## src/rtl/bitplane_ram_writer.sv

```systemverilog
// Writes nine-word bitplane groups into subband-ordered regions of a 4096x16 coefficient RAM.
// Optional macro BITPLANE_RAM_WRITER_ERR_EN enables illegal subband code detection.
module bitplane_ram_writer (
  input  logic        clk,
  input  logic        rst_n,
  input  logic        bitplane_input_valid,
  output logic        bitplane_input_ready,
  input  logic [2:0]  subband,
  input  logic [15:0] bitplane_data0,
  input  logic [15:0] bitplane_data1,
  input  logic [15:0] bitplane_data2,
  input  logic [15:0] bitplane_data3,
  input  logic [15:0] bitplane_data4,
  input  logic [15:0] bitplane_data5,
  input  logic [15:0] bitplane_data6,
  input  logic [15:0] bitplane_data7,
  input  logic [15:0] bitplane_data8,
  output logic [11:0] ram_write_address,
  output logic [15:0] ram_data_output,
  output logic        ram_write_en,
  output logic        frame_done,
  output logic        subband_error
);

  typedef enum logic [1:0] {IDLE, WRITE, DONE} state_e;

  state_e      state_q;
  logic [15:0] words_q [8];
  logic [3:0]  k_q;
  logic [1:0]  region_q;
  logic [11:0] ptr_q [4];

  function automatic logic [11:0] baseOf(input logic [1:0] r);
    case (r)
      2'd0:    baseOf = 12'd0;
      2'd1:    baseOf = 12'd64;
      2'd2:    baseOf = 12'd256;
      default: baseOf = 12'd1024;
    endcase
  endfunction

  function automatic logic [11:0] sizeOf(input logic [1:0] r);
    case (r)
      2'd0:    sizeOf = 12'd64;
      2'd1:    sizeOf = 12'd192;
      2'd2:    sizeOf = 12'd768;
      default: sizeOf = 12'd3072;
    endcase
  endfunction

  logic [1:0] inRegion;
  logic       inIllegal;

`ifdef BITPLANE_RAM_WRITER_ERR_EN
  assign inRegion  = subband[1:0];
  assign inIllegal = subband[2];
`else
  assign inRegion  = subband[2] ? 2'd3 : subband[1:0];
  assign inIllegal = 1'b0;
`endif

  // The word presented by the outputs in the next cycle: word 0 comes straight
  // from the inputs at the accept edge, later words from the captured group.
  logic [1:0]  selRegion;
  logic [15:0] selWord;
  logic [11:0] selPtr;
  logic        selRoom;
  logic [11:0] selAddr;
  logic        allFull;

  always_comb begin
    selRegion = (state_q == WRITE) ? region_q : inRegion;
    selWord   = (state_q == WRITE) ? words_q[k_q[2:0]] : bitplane_data0;
    selPtr    = ptr_q[selRegion];
    selRoom   = selPtr < sizeOf(selRegion);
    selAddr   = baseOf(selRegion) + selPtr;
    allFull   = (ptr_q[0] == sizeOf(2'd0)) && (ptr_q[1] == sizeOf(2'd1)) &&
                (ptr_q[2] == sizeOf(2'd2)) && (ptr_q[3] == sizeOf(2'd3));
  end

  always_ff @(posedge clk or negedge rst_n) begin
    if (!rst_n) begin
      state_q              <= IDLE;
      bitplane_input_ready <= 1'b1;
      ram_write_address    <= 12'd0;
      ram_data_output      <= 16'd0;
      ram_write_en         <= 1'b0;
      frame_done           <= 1'b0;
      subband_error        <= 1'b0;
      k_q                  <= 4'd0;
      region_q             <= 2'd0;
      for (int i = 0; i < 8; i++) words_q[i] <= 16'd0;
      for (int i = 0; i < 4; i++) ptr_q[i] <= 12'd0;
    end else begin
      ram_write_en  <= 1'b0;
      frame_done    <= 1'b0;
      subband_error <= 1'b0;
      case (state_q)
        IDLE: begin
          if (bitplane_input_valid) begin
            if (inIllegal) begin
              subband_error <= 1'b1;
            end else begin
              words_q[0]           <= bitplane_data1;
              words_q[1]           <= bitplane_data2;
              words_q[2]           <= bitplane_data3;
              words_q[3]           <= bitplane_data4;
              words_q[4]           <= bitplane_data5;
              words_q[5]           <= bitplane_data6;
              words_q[6]           <= bitplane_data7;
              words_q[7]           <= bitplane_data8;
              region_q             <= inRegion;
              k_q                  <= 4'd0;
              state_q              <= WRITE;
              bitplane_input_ready <= 1'b0;
              if (selRoom) begin
                ram_write_en       <= 1'b1;
                ram_write_address  <= selAddr;
                ram_data_output    <= selWord;
                ptr_q[selRegion]   <= selPtr + 12'd1;
              end
            end
          end
        end
        WRITE: begin
          if (k_q == 4'd8) begin
            if (allFull) begin
              state_q    <= DONE;
              frame_done <= 1'b1;
            end else begin
              state_q              <= IDLE;
              bitplane_input_ready <= 1'b1;
            end
          end else begin
            k_q <= k_q + 4'd1;
            if (selRoom) begin
              ram_write_en      <= 1'b1;
              ram_write_address <= selAddr;
              ram_data_output   <= selWord;
              ptr_q[selRegion]  <= selPtr + 12'd1;
            end
          end
        end
        DONE: begin
          for (int i = 0; i < 4; i++) ptr_q[i] <= 12'd0;
          state_q              <= IDLE;
          bitplane_input_ready <= 1'b1;
        end
        default: begin
          state_q              <= IDLE;
          bitplane_input_ready <= 1'b1;
        end
      endcase
    end
  end

endmodule

```

## config.mk

```make
export PLATFORM = sky130hd
export DESIGN_NAME = bitplane_ram_writer
export DESIGN_NICKNAME = d
export VERILOG_FILES = /design/src/rtl/bitplane_ram_writer.sv
export SDC_FILE = /design/constraint.sdc
export NUM_CORES = 1
export LEC_CHECK = 0
export CAP_MARGIN = 20
export CORE_MARGIN = 2
export CORE_UTILIZATION = 50
export DETAILED_ROUTE_END_ITERATION = 6
export PLACE_DENSITY = 0.76
export SKIP_CTS_REPAIR_TIMING = 1
export SYNTH_ARGS = -nofsm -noshare
export SYNTH_HDL_FRONTEND = slang
export SYNTH_SLANG_ARGS = --single-unit
```

## constraint.sdc

```tcl
create_clock -name clk -period 4.4 [get_ports clk]
set_clock_uncertainty 0.05 [all_clocks]
set_input_delay 0.88 -clock clk [delete_from_list [all_inputs] [get_ports clk]]
set_output_delay 0.88 -clock clk [all_outputs]
set_load 0.01 [all_outputs]
```

Word level (Yosys, flattened, before mapping)
Index checks and enable logic that the tools add are counted.
{ "word_totals": {"register_bits": 215, "inputBits": 150} }
{ "classes": {"add_sub_neg": 3, "order_cmp": 4, "n_eq_ne": 13, "muxes": 44, "bitwise_logic": 2, "n_reduce_logical": 13} }
{ "ops": {"columns": ["op", "count"], "rows": [
  ["2-to-1 mux 48 bit", 3],
  ["case mux 48 bit (3 select lines)", 1],
  ["2-to-1 mux 16 bit", 6],
  ["2-to-1 mux 12 bit", 6],
  ["binary-select mux 16 bit (select 3 bit)", 1],
  ["bitwise mux 48 bit", 1],
  ["case mux 12 bit (3 select lines)", 1],
  ["case mux 11 bit (3 select lines)", 1],
  ["case mux 16 bit (2 select lines)", 1],
  ["binary-select mux 12 bit (select 2 bit)", 1],
  ["demux 12 bit (select 2 bit)", 1],
  ["case mux 12 bit (2 select lines)", 1],
  ["adder 12 x 1 -> 12 bit (second input constant)", 1],
  ["adder 12 bit", 1],
  ["equality test 12 x 10 -> 1 bit (second input constant)", 1],
  ["equality test 12 bit (second input constant)", 1],
  ["equality test 12 x 7 -> 1 bit (second input constant)", 1],
  ["equality test 12 x 8 -> 1 bit (second input constant)", 1],
  ["< comparator 12 bit", 1],
  ["2-to-1 mux 2 bit", 5],
  ["2-to-1 mux 1 bit", 9],
  ["AND reduction 3 bit", 3],
  ["2-to-1 mux 4 bit", 2],
  ["case mux 4 bit (2 select lines)", 1],
  ["18 further kinds", 28]
]} }

Longest topological paths before layout
{ "logic_depth": {"depth_word": 11, "depth_mapped": 18, "ltp_nobuf": 13} }

Least setup slack after synthesis
No wires, ideal clock.
{ "synth_timing": {"path_type": "in2reg", "from": "input subband[2]", "to": "register ptr_q[18] (netlist bit)", "arrival_time_ns": 3.717, "setup_slack_ns": 0.564, "path_stages": 13, "cell_sequence": "nor2_1 -> mux2_2 -> mux2i_1 -> mux2_2 -> inv_1 -> ha_1 -> a21o_1 -> a211oi_1 -> o211a_1 -> nand3_1 -> clkbuf_1 -> or4_1 -> nand3_1"} }
{ "synth_between": {"elab_chain_cells": 11, "elab_cells_between_ends": 22, "cone_classes": "add/sub (1); order compare (3); eq/ne (2); mux (13); bitwise (1); reduce/logical (2)"} }
{ "synth_rtl": {"columns": ["item", "line", "source"], "rows": [
  ["from (decl)", "8", "input logic [2:0] subband,"],
  ["2-to-1 mux 2 bit *", "58", "assign inRegion = subband[2] ? 2'd3 : subband[1:0];"],
  ["2-to-1 mux 2 bit *", "72", "selRegion = (state_q == WRITE) ? region_q : inRegion;"],
  ["NOT 2 -> 3 bit (not written as such)", "74, 120, 140", null],
  ["binary-select mux 12 bit (select 2 bit), or another cell as far along", "74", "selPtr = ptr_q[selRegion];"],
  ["2-to-1 mux 12 bit (not written as such) / logical AND 1 bit (equally long branches)", "74, 120, 140", null],
  ["2-to-1 mux 12 bit (on tied branches)", "74, 120, 140", null],
  ["adder 12 x 1 -> 12 bit / demux 12 bit (select 2 bit) (equally long branches)", "120, 140", null],
  ["bitwise mux 48 bit", "120, 140", null],
  ["2-to-1 mux 48 bit *", "116, 136", null],
  ["2-to-1 mux 48 bit (on tied branches)", "126, 100", null],
  ["case mux 48 bit (3 select lines) *", "98", "case (state_q)"],
  ["to (signal, indexed assignment)", "120", "ptr_q[selRegion] <= selPtr + 12'd1;"],
  ["to (signal, indexed assignment)", "140", "ptr_q[selRegion] <= selPtr + 12'd1;"],
  ["to (decl)", "31", "logic [11:0] ptr_q [4];"]
]} }
Mark *: on every way between the ends. The rest lies on a longest branch, timed or not. The select of a mux whose other input is x is not followed.
A chain may end at the register's enable or synchronous reset.

Worst setup path in the final report
{ "layout_timing": {"from": "register state_q[0]", "to": "register ptr_q[29] (netlist bit)"} }
{ "layout_between": {"elab_chain_cells": 11, "elab_cells_between_ends": 28, "cone_classes": "add/sub (1); order compare (3); eq/ne (6); mux (12); bitwise (1); reduce/logical (5)"} }
{ "layout_rtl": {"columns": ["item", "line", "source"], "rows": [
  ["from (decl)", "27", "state_e state_q;"],
  ["from (signal assigned)", "83", "state_q <= IDLE;"],
  ["from (signal assigned)", "114", "state_q <= WRITE;"],
  ["from (signal assigned)", "128", "state_q <= DONE;"],
  ["equality test 2 x 1 -> 1 bit", "72, 98", null],
  ["2-to-1 mux 2 bit", "72", null],
  ["NOT 2 -> 3 bit (not written as such)", "74, 120, 140", null],
  ["binary-select mux 12 bit (select 2 bit), or another cell as far along", "74", null],
  ["2-to-1 mux 12 bit (not written as such) / logical AND 1 bit (equally long branches)", "74, 120, 140", null],
  ["2-to-1 mux 12 bit (on tied branches)", "74, 120, 140", null],
  ["adder 12 x 1 -> 12 bit / demux 12 bit (select 2 bit) (equally long branches)", "120, 140", null],
  ["bitwise mux 48 bit", "120, 140", null],
  ["2-to-1 mux 48 bit", "116, 136", null],
  ["2-to-1 mux 48 bit (on tied branches)", "126, 100", null],
  ["case mux 48 bit (3 select lines)", "98", null]
]} }
Parallel ways exist; a longest one is shown, timed or not. The select of a mux whose other input is x is not followed.

==> results.ini <==
[sta]
setup_violations=0
relSlewSlack_pct=39.16
tightest_slew_ps=912.6
final_hold_viol_count=0
max_freq_ghz=0.2562
rsz0062_at_grt=false
min_period_ps=3903
fin_crit_sh_pct=88.71
slew_viol_final=0
setup_tns_ps=0

[power]
total_power_mw=9.882
vdd_ir_drop_max_mv=0.3939
power_density_mw_per_mm2=711.0
p_leak_nw=5.921

[clocking]
cts.path.max_buffers=3
clkTransAtPathRegs_ps=60
cts_tree=built
htreeDepth=1
clockRootBuffer=clkbuf_16
cts_inserted_buffers=25
clock_sinks=215
clkLatencyLatePin_ps=530

[global_routing]
antenna_found_initial=4
grt_pass1_wl_mm=47.39
grt_start_max_net_pins=83
overflow=0
grt.total_usage_pct=26.92
grt_pass1_vias=8757

[detailed_routing]
post_drt_wl_per_cell_um=21.36
ant_nets=0
initialDrtViolationCount=850
dr.pass1.iters=6
vias=8293
wl_mm=29.60
drc=0
post_drt_via_cell_ratio=5.983

[final_layout]
fin_nets=1253
layout-drive-gt1-share_pct=25.43
final_area_mm2=0.01390
syn_to_final_growth_pct=28.76
seqCellArea_mm2=0.005383
multi_input_area_mm2=0.005036
fillers=1584

[critical_path]
ff2ff_setup_slack_ps=500
worstPathMaxFanout=9
crit_path_end_kind=register
required_ps=4800
worstPathArrival_ps=4310
worstSetupPathType=reg2reg
reg2reg_depth=13
start_kind=register

[logic_synthesis]
synth.largest_area_cell=dfrtp_1
yosys_warnings=0
netlist_area_mm2=0.01079
avgSynthCellArea_um2=11.97
yosysTopAreaCellShare_pct=49.61
synthTopCellsByCount=dfrtp_1 (214), mux2_2 (136), nand3_1 (65)
yosysMostFrequentCell=dfrtp_1
synth_edf_count=0
synth.distinct_cells=58
synth_seq_area_share_pct=49.86
synth-seq-cells=215
async_flop_share_pct=100.0
synth_area_leaders=dfrtp_1 (50%), mux2_2 (14%), mux4_2 (6.7%)
synth_flop_cell=dfrtp_1
synth_nets=1064
syn_inst=902

[place]
dp_hpwl_mm=21.18
place_congestion=0.9163
placed_cell_area_mm2=0.01310
port_buffers=180

[die]
die_area_mm2=0.02278
initial_core_util_pct=51.19
core_area_mm2=0.02109
die_x_um=150.9
io_pins=182
num_rows=53
die_h_um=150.9

[hold_path]
min_path_type=in2async

[job]
cap_violations=0

[status]
status=finished clean

cell type report:
cell class,count,share of cell area [%]
Tap cell,275,2.476
Multi-Input combinational cell,599,36.24
Sequential cell,215,38.73
Clock inverter,9,0.6122
Timing Repair Buffer,235,16.41
Antenna cell,2,0.03601
Inverter,15,0.4141
Clock buffer,36,5.086
cells by family (layout without fill, tap and decap cells):
logic type                 after synthesis  count (layout)  synth area share, %
and+or+nand+nor                        243             243                11.34
muxes                                  216             216                25.78
DFF                                    215             215                49.86
AOI/OAI and AO/OA                      120             120                7.384
buffers and inverters                   88             295                3.651
adders and majority gates               12              12                1.391
xor gates and xnor gates                 7               7               0.5680
other                                    1               3              0.03474
path summary, 6_finish.rpt:
check	startpoint	endpoint
hold reg to reg	ram_data_output[2]$_DFFE_PN0P_	ram_data_output[2]$_DFFE_PN0P_
hold / removal	rst_n	words_q[73]$_DFFE_PN0P_
setup reg to reg	state_q[0]$_DFFE_PN0P_	ptr_q[29]$_DFFE_PN0P_
min in group clk	ram_data_output[2]$_DFFE_PN0P_	ram_data_output[2]$_DFFE_PN0P_
max in group asynchronous	rst_n	ram_data_output[8]$_DFFE_PN0P_
setup / recovery	state_q[0]$_DFFE_PN0P_	ptr_q[29]$_DFFE_PN0P_
registers in the layout (all words and copies together), names as in the netlist:
signal,flops
ram_write_address,12
ram_write_en,1
words_q,128
bitplane_input_ready,1
ram_data_output,16
frame_done,1
state_q,2
k_q,4
ptr_q,48
region_q,2
per-stage QoR:
step | setup WS, ps | hold WS [ps] | cells | util (%)
after CTS | 580.5 | 361.7 | 1384 | 65.88
after global placement | 221.2 | 412.4 | 1339 | 62.13
final | 496.7 | 325.5 | 1386 | 65.91
after floorplan | 564.3 | 425.2 | 902 | -
after global routing | 288.9 | 383.9 | 1386 | 65.91
after detailed placement | 163.0 | 419.8 | 1339 | 62.13
placed cells by master (no fill, tap or decap), types with 25 or more instances in the layout:
cell             instances
dfrtp_1                213
clkdlybuf4s50_1        179
mux2_2                 136
nand3_1                 65
nand2_1                 51
buf_4                   50
nor2_1                  48
mux2i_1                 42
o21ai_0                 42
mux4_2                  32
clkbuf_16               25
report_power, final:
group | leakage, nW | switching, mW | internal, mW
sequential | 2.65 | 0.498 | 2.85
combinational | 2.88 | 2.27 | 2.25
clock | 0.396 | 0.825 | 1.18
critical path: stages, from the launching register on:
cell	delay, ps
dfrtp_1	530
nand2b_2	310
mux2_2	420
mux2i_1	120
mux2_2	270
inv_1	80
ha_1	240
a21o_1	160
a211oi_1	340
o211a_1	320
a21oi_4	60
or2_1	350
or4_1	450
nand3_1	110
per-layer routing:
layer  wire length [um]  global-route usage, %  vias to the layer above
met5                 25                      0                        -
met4               1217                  11.21                        4
met3               3106                  10.09                       92
met2              14040                  43.45                      389
met1              11210                  32.66                     4088
li1                   -                      -                     3720
Power figures use the tool's default switching activity.
